## config.mk

```make
export PLATFORM = sky130hd
export DESIGN_NAME = score_vec_packer
export DESIGN_NICKNAME = d
export VERILOG_FILES = /design/src/rtl/score_vec_packer.sv
export SDC_FILE = /design/constraint.sdc
export NUM_CORES = 1
export LEC_CHECK = 0
export BUFFER_PORTS_ARGS = -buffer_cell sky130_fd_sc_hd__buf_2
export CORE_MARGIN = 2
export CORE_UTILIZATION = 60
export CTS_CLUSTER_SIZE = 25
export DETAILED_ROUTE_END_ITERATION = 12
export PLACE_DENSITY = 0.83
export SYNTH_ARGS = -nofsm -noshare
export SYNTH_HDL_FRONTEND = slang
export SYNTH_SLANG_ARGS = --single-unit
```

## constraint.sdc

```tcl
create_clock -name clk -period 4.1 [get_ports clk]
set_clock_uncertainty 0.05 [all_clocks]
set_input_delay 0 -clock clk [delete_from_list [all_inputs] [get_ports clk]]
set_output_delay 0 -clock clk [all_outputs]
set_load 0.01 [all_outputs]
```

## src/rtl/score_vec_packer.sv

```systemverilog
// score_vec_packer
// Gathers N scores streamed one per beat from the last FC layer into one flat
// N*WIDTH vector for argmax. Score k lands at bits [k*WIDTH +: WIDTH].
//
// Handshakes (both sides): a transfer happens on a rising clock edge where
// valid and ready are both high. A source keeps valid and its payload stable
// until that edge. The packer's ready/valid outputs come only from registered
// state (and rst for s_ready), never from the other side's inputs.
//
// Frame-length errors are reported on m_err alongside the vector:
//   - s_last before N beats: short frame, unfilled slots read as zero.
//   - N beats without s_last: long frame, the vector goes out with the first
//     N scores and the rest of the frame (through its s_last) is dropped.
module score_vec_packer #(
  parameter int N     = 4,
  parameter int WIDTH = 16
) (
  input  logic                 clk,
  input  logic                 rst,
  input  logic                 s_valid,
  output logic                 s_ready,
  input  logic [WIDTH-1:0]     s_data,
  input  logic                 s_last,
  output logic                 m_valid,
  input  logic                 m_ready,
  output logic [N*WIDTH-1:0]   m_vec,
  output logic                 m_err
);

  localparam int CW = (N > 1) ? $clog2(N) : 1;

  // COLLECT: filling slots; HOLD: presenting the vector; DRAIN: dropping the
  // tail of an over-long frame.
  typedef enum logic [1:0] {
    ST_COLLECT = 2'd0,
    ST_HOLD    = 2'd1,
    ST_DRAIN   = 2'd2
  } state_t;

  state_t               state;
  state_t               state_nxt;
  logic [CW-1:0]        cnt;
  logic [N*WIDTH-1:0]   buffer;
  logic [N*WIDTH-1:0]   buf_wr;
  logic                 drain;
  logic                 beat;
  logic                 at_end;
  logic                 frame_done;
  logic                 out_hs;

  // Handshake qualifiers; only registered state (plus rst) drives the readies/valids.
  always_comb begin
    s_ready    = !rst && ((state == ST_COLLECT) || (state == ST_DRAIN));
    m_valid    = (state == ST_HOLD);
    beat       = s_valid && s_ready;
    out_hs     = m_valid && m_ready;
    at_end     = (cnt == CW'(N - 1));
    frame_done = (state == ST_COLLECT) && beat && (s_last || at_end);
  end

  // Buffer image with the incoming score written into slot cnt.
  always_comb begin
    buf_wr = buffer;
    for (int k = 0; k < N; k++) begin
      if (cnt == CW'(k)) begin
        buf_wr[k*WIDTH +: WIDTH] = s_data;
      end
    end
  end

  // Next-state logic for the frame FSM.
  always_comb begin
    state_nxt = state;
    case (state)
      ST_COLLECT: begin
        if (frame_done) begin
          state_nxt = ST_HOLD;
        end
      end
      ST_HOLD: begin
        if (out_hs) begin
          state_nxt = drain ? ST_DRAIN : ST_COLLECT;
        end
      end
      ST_DRAIN: begin
        if (beat && s_last) begin
          state_nxt = ST_COLLECT;
        end
      end
      default: state_nxt = ST_COLLECT;
    endcase
  end

  // FSM state register.
  always_ff @(posedge clk) begin
    if (rst) begin
      state <= ST_COLLECT;
    end else begin
      state <= state_nxt;
    end
  end

  // Slot counter, collection buffer, output vector/error and drain flag.
  always_ff @(posedge clk) begin
    if (rst) begin
      cnt    <= '0;
      buffer <= '0;
      m_vec  <= '0;
      m_err  <= 1'b0;
      drain  <= 1'b0;
    end else begin
      case (state)
        ST_COLLECT: begin
          if (beat) begin
            buffer <= buf_wr;
            if (s_last || at_end) begin
              // Vector is registered so it appears with m_valid next cycle.
              m_vec <= buf_wr;
              m_err <= !(s_last && at_end);
              drain <= at_end && !s_last;
            end else begin
              cnt <= cnt + 1'b1;
            end
          end
        end
        ST_HOLD: begin
          if (out_hs) begin
            // Clearing here gives short frames their zero-filled tail slots.
            buffer <= '0;
            m_vec  <= '0;
            m_err  <= 1'b0;
            cnt    <= '0;
          end
        end
        ST_DRAIN: begin
          if (beat && s_last) begin
            drain <= 1'b0;
          end
        end
        default: begin
          cnt <= '0;
        end
      endcase
    end
  end

endmodule

```

# == Yosys cells after proc, flatten, opt, wreduce, memory -nomap -nowiden ==
# Index checks and enable logic that the tools add are counted.
# word_totals
ff_bits,134
out_inout_bits,67
wordCells,68
# classes
n_addsub,1
n_eq_ne,11
n_mux,27
n_bitwise,1
reduce_logical,22
# ops
cell,count
$mux 64,4
$pmux 64 s2,2
$mux 16,4
$mux 2,7
$pmux 2 s3,2
$reduce_and 4->1,3
$logic_and 1x1->1,8
$eq 2x2->1 const B,3
$mux 1,6
$ne 2x1->1 const B,3
$ne 2x2->1 const B,3
$reduce_and 3->1,2
$eq 2x1->1 const B,2
$logic_not 2->1,2
$pmux 1 s2,2
$reduce_bool 2->1,2
$logic_not 1->1,3
$add 2x1->2 const B,1
$logic_or 1x1->1,2
$not 1->1,1

# == Depth between registers and ports, before layout ==
# depth
ltp_word,8
ltp_mapped,7
ltp_nobuf,5

# == Worst setup path after synthesis ==
# No wires, ideal clock.
# synth_path
path_type,flip-flop to flip-flop
start,register cnt[0]
end,register buffer[38]
t_arrival_ps,1652
path_slack_ps,2266
path_stages_with_launch,8
n_path_buf,2
synth_period_minus_slack_ps,1834
cell_sequence,dfxtp_1 > inv_1 > ha_1 > clkbuf_1 > clkbuf_1 > mux2_2 > nand3_1 > a21oi_1
# synth_via
elab_chain_len,4
# synth_lines
element,line_no,source
"start, declared",42,logic [CW-1:0] cnt;
"start signal, assigned",122,cnt <= cnt + 1'b1;
$eq 2x2->1,65,if (cnt == CW'(k)) begin
$mux 16,65,
$mux 64,114,if (beat) begin
$pmux 64 s2,112,case (state)
"end signal, assigned",115,buffer <= buf_wr;
"end, declared",43,logic [N*WIDTH-1:0] buffer;
# Every way passes these cells. The select of a mux whose other input is x is not followed.
# A chain may end at the register's enable or synchronous reset.

# == Worst setup path after layout ==
# layout_path
start,register cnt[1]
end,register m_vec[26]
# layout_via
elab_chain_len,5
# layout_lines
element,line_no,source
$eq 2x1->1,65,
$mux 16,65,
$mux 64,116,if (s_last || at_end) begin
$mux 64,114,
$pmux 64 s2,112,
"end signal, assigned",118,m_vec <= buf_wr;
"end, declared",26,"output logic [N*WIDTH-1:0] m_vec,"
# Several ways; a longest one is shown, not always the timed one. The select of a mux whose other input is x is not followed.

==> flow_summary.yaml <==
run_status:
  outcome: "complete, no violations"
finish:
  mostFrequentLayoutCells: "dfxtp_1, nand3_1, buf_2, a21oi_1"
  drive_gt1_share_pct: 25.13
  antenna_cells: 0
  area_delta_synth_final_pct: 19.36
  layout.cells.most_common: "dfxtp_1"
  final-seq-area_um2: 2683
  nets: 772
  fillers: 737
  multi_input_area_um2: 3216
route:
  vias_per_cell: 5.804
  drc: 0
  drt.antenna.violating_nets: 0
  num_vias: 5200
  wl_per_cell_um: 16.98
  drt_iter0_drc: 418
  first_pass_iters: 5
  routed_wl_um: 15220
pwr:
  peakVddDrop_mv: 0.2468
  p_int_mw: 2.599
  power_frac_seq_pct: 40.0
  power.density_nw_per_um2: 455.6
  power_frac_comb_pct: 8.9
  clkPwrFrac_pct: 51.1
  power.switching_mw: 0.7714
  power.leakage_nw: 3.200
  netSwitchingFraction_pct: 22.89
synthesis:
  synth-seq-cells: 134
  yosysWarnings: 0
  syn_nets: 711
  synth.distinct_cells: 26
  synthCells: 686
  ys_seq_area_share_pct: 43.28
  synth_area_um2: 6198
  avgSynthCellArea_um2: 9.036
floorplan:
  die_x_um: 105.6
  start_util_pct: 60.86
  core.rowCount: 37
  design.core.area_um2: 10180
  dieArea_um2: 11160
  die_h_um: 105.6
  pin_count: 88
clock_tree:
  clock_sinks: 134
  htreeDepth: 4
  post-cts-setup-buffers: 0
  cts.clk_slew.worst_paths_ns: 0.06
  root_buffer: "clkbuf_8"
  clock_latency_ns: 0.53
  cts_made_buffers: 17
  clk_path_buf_depth: 2
  cts_tree: "yes"
timing:
  max_freq_mhz: 336.0
  min_period_ns: 2.976
  hold_violations: 0
  drv_slew: 0
  timing_worst_slew_pin_value_ns: 1.274
  setup_violations: 0
  slew_headroom_pct: 15.04
  tns_ns: 0
  rsz0062_at_grt: "false"
  fin_crit_sh_pct: 72.60
  fin_ws_ns: 1.124
worst_setup_path:
  critPathLaunchType: "flop"
  cp_cell_sequence: "ha_1, nor4_1, a21o_4, buf_4, mux2i_1"
  rr_startpoint: "cnt[1]"
  end_kind: "flop"
  cp_top_family: "compound AO/OA/AOI/OAI gates"
  cp-startpoint: "cnt[1]"
  max_stage_delay_ns: 0.76
  path_buf_inv: 1
  criticalPathCategory: "reg2reg"
  required_ns: 4.51
  critPathMaxFanout: 56
  cpMaxStageDelayCell: "a21o_4"
  cp.arrival_ns: 3.39
place:
  dp_hpwl_um: 8659
  pre_cts_slack_ns: 1.194
  gp_routability_congestion: 0.7832
  port_buffers: 87
worst_hold_path:
  worstHoldPathType: "in2reg"
  hp-start: "s_data[13]"
job:
  drv_cap: 0
global_route:
  grt_pass1_vias: 4904
  grt_max_degree: 137
  grt_pass1_wl_um: 24080
  antenna_found_initial: 0
  grt_overflow: 0
  grt_util_all_layers_pct: 27.20
==> Yosys cell counts <==
master	n	area share (%)
mux2_1	1	0.18
a21o_1	1	0.12
nor4_1	1	0.10
clkbuf_1	47	2.8
nand3b_1	2	0.24
o21ai_0	2	0.16
nor4b_1	1	0.14
buf_1	6	0.36
buf_6	6	1.1
inv_1	4	0.24
ha_1	4	0.81
o211ai_1	2	0.24
nand2b_1	65	6.6
a21oi_1	68	5.5
a31oi_1	1	0.10
dfxtp_1	134	43
mux2i_1	64	10
nand3_1	131	11
or4b_1	1	0.16
buf_2	8	0.65
or4_1	1	0.12
nand2_1	65	3.9
nor2_1	3	0.18
nor3_1	2	0.16
mux2_2	65	12
nor2b_1	1	0.10
==> logic make-up after synthesis <==
group           after synthesis  synth area share (%)
fa+ha+maj                     4                0.8075
mux                         130                 22.33
compound gates               74                 6.116
flops                       134                 43.28
buf+inv                      71                 5.188
simple gates                273                 22.29
==> sequential cells by signal, indices dropped and copies added (netlist names) <==
name / flops
buffer: 64
cnt: 2
drain: 1
m_err: 1
m_vec: 64
state: 2
==> power groups by stage <==
| stage | Combinational, mW | Sequential, mW | Clock (mW) |
|---|---|---|---|
| final | 0.301 | 1.35 | 1.72 |
| after global routing | 0.320 | 1.35 | 1.79 |
| after CTS | 0.297 | 1.35 | 1.73 |
| after detailed placement | 0.283 | 1.38 | 0 |
| after global placement | 0.276 | 1.38 | 0 |
| after floorplan | 0.200 | 1.38 | 0 |
==> final timing paths <==
path / end / slack (ns) / cells after the start
worst max-delay path: m_vec[26] / 1.12 / 5
worst min-delay path: m_vec[13] / 0.006 / 4
worst max register to register: m_vec[26] / 1.12 / 5
worst min register to register: buffer[54] / 0.42 / 2
==> routing by layer <==
metal	GRT usage [%]	part of all wire (%)
met4	12.41	3.2
met2	43.50	47
met5	0	0
met3	6.246	7.2
met1	35.01	42
==> cell type report <==
class / count / share of cell area, %
inverter: 4 / 0.2029
clock buffer: 21 / 6.071
multi-input combinational: 481 / 43.46
tap: 136 / 2.300
clock inverter: 11 / 2.976
timing repair buffer: 109 / 8.727
sequential: 134 / 36.26
==> worst register-to-register path: stages (launching register included) <==
cell,delay [ns]
dfxtp_1,0.35
ha_1,0.50
nor4_1,0.67
a21o_4,0.76
buf_4,0.37
mux2i_1,0.20
==> through the flow <==
step | total power [mW] | hold slack, ns | cells | util (%) | cell area (µm²)
3_3_place_gp | 1.652 | 0.2515 | 847 | 64.40 | 6559
3_5_place_dp | 1.660 | 0.2576 | 847 | 64.40 | 6559
2_1_floorplan | 1.583 | 0.1102 | 686 | - | 6198
5_1_grt | 3.460 | 0.02103 | 896 | 72.64 | 7398
4_1_cts | 3.372 | 0.007910 | 896 | 72.64 | 7398
6_report | 3.371 | 0.006385 | 896 | 72.64 | 7398
==> what timing repair did <==
action                    CTS  global route
gates resized for setup     0             0
hold endpoints to repair   86             0
hold buffers               17             0
No activity file was read; power rests on OpenSTA's default activity.
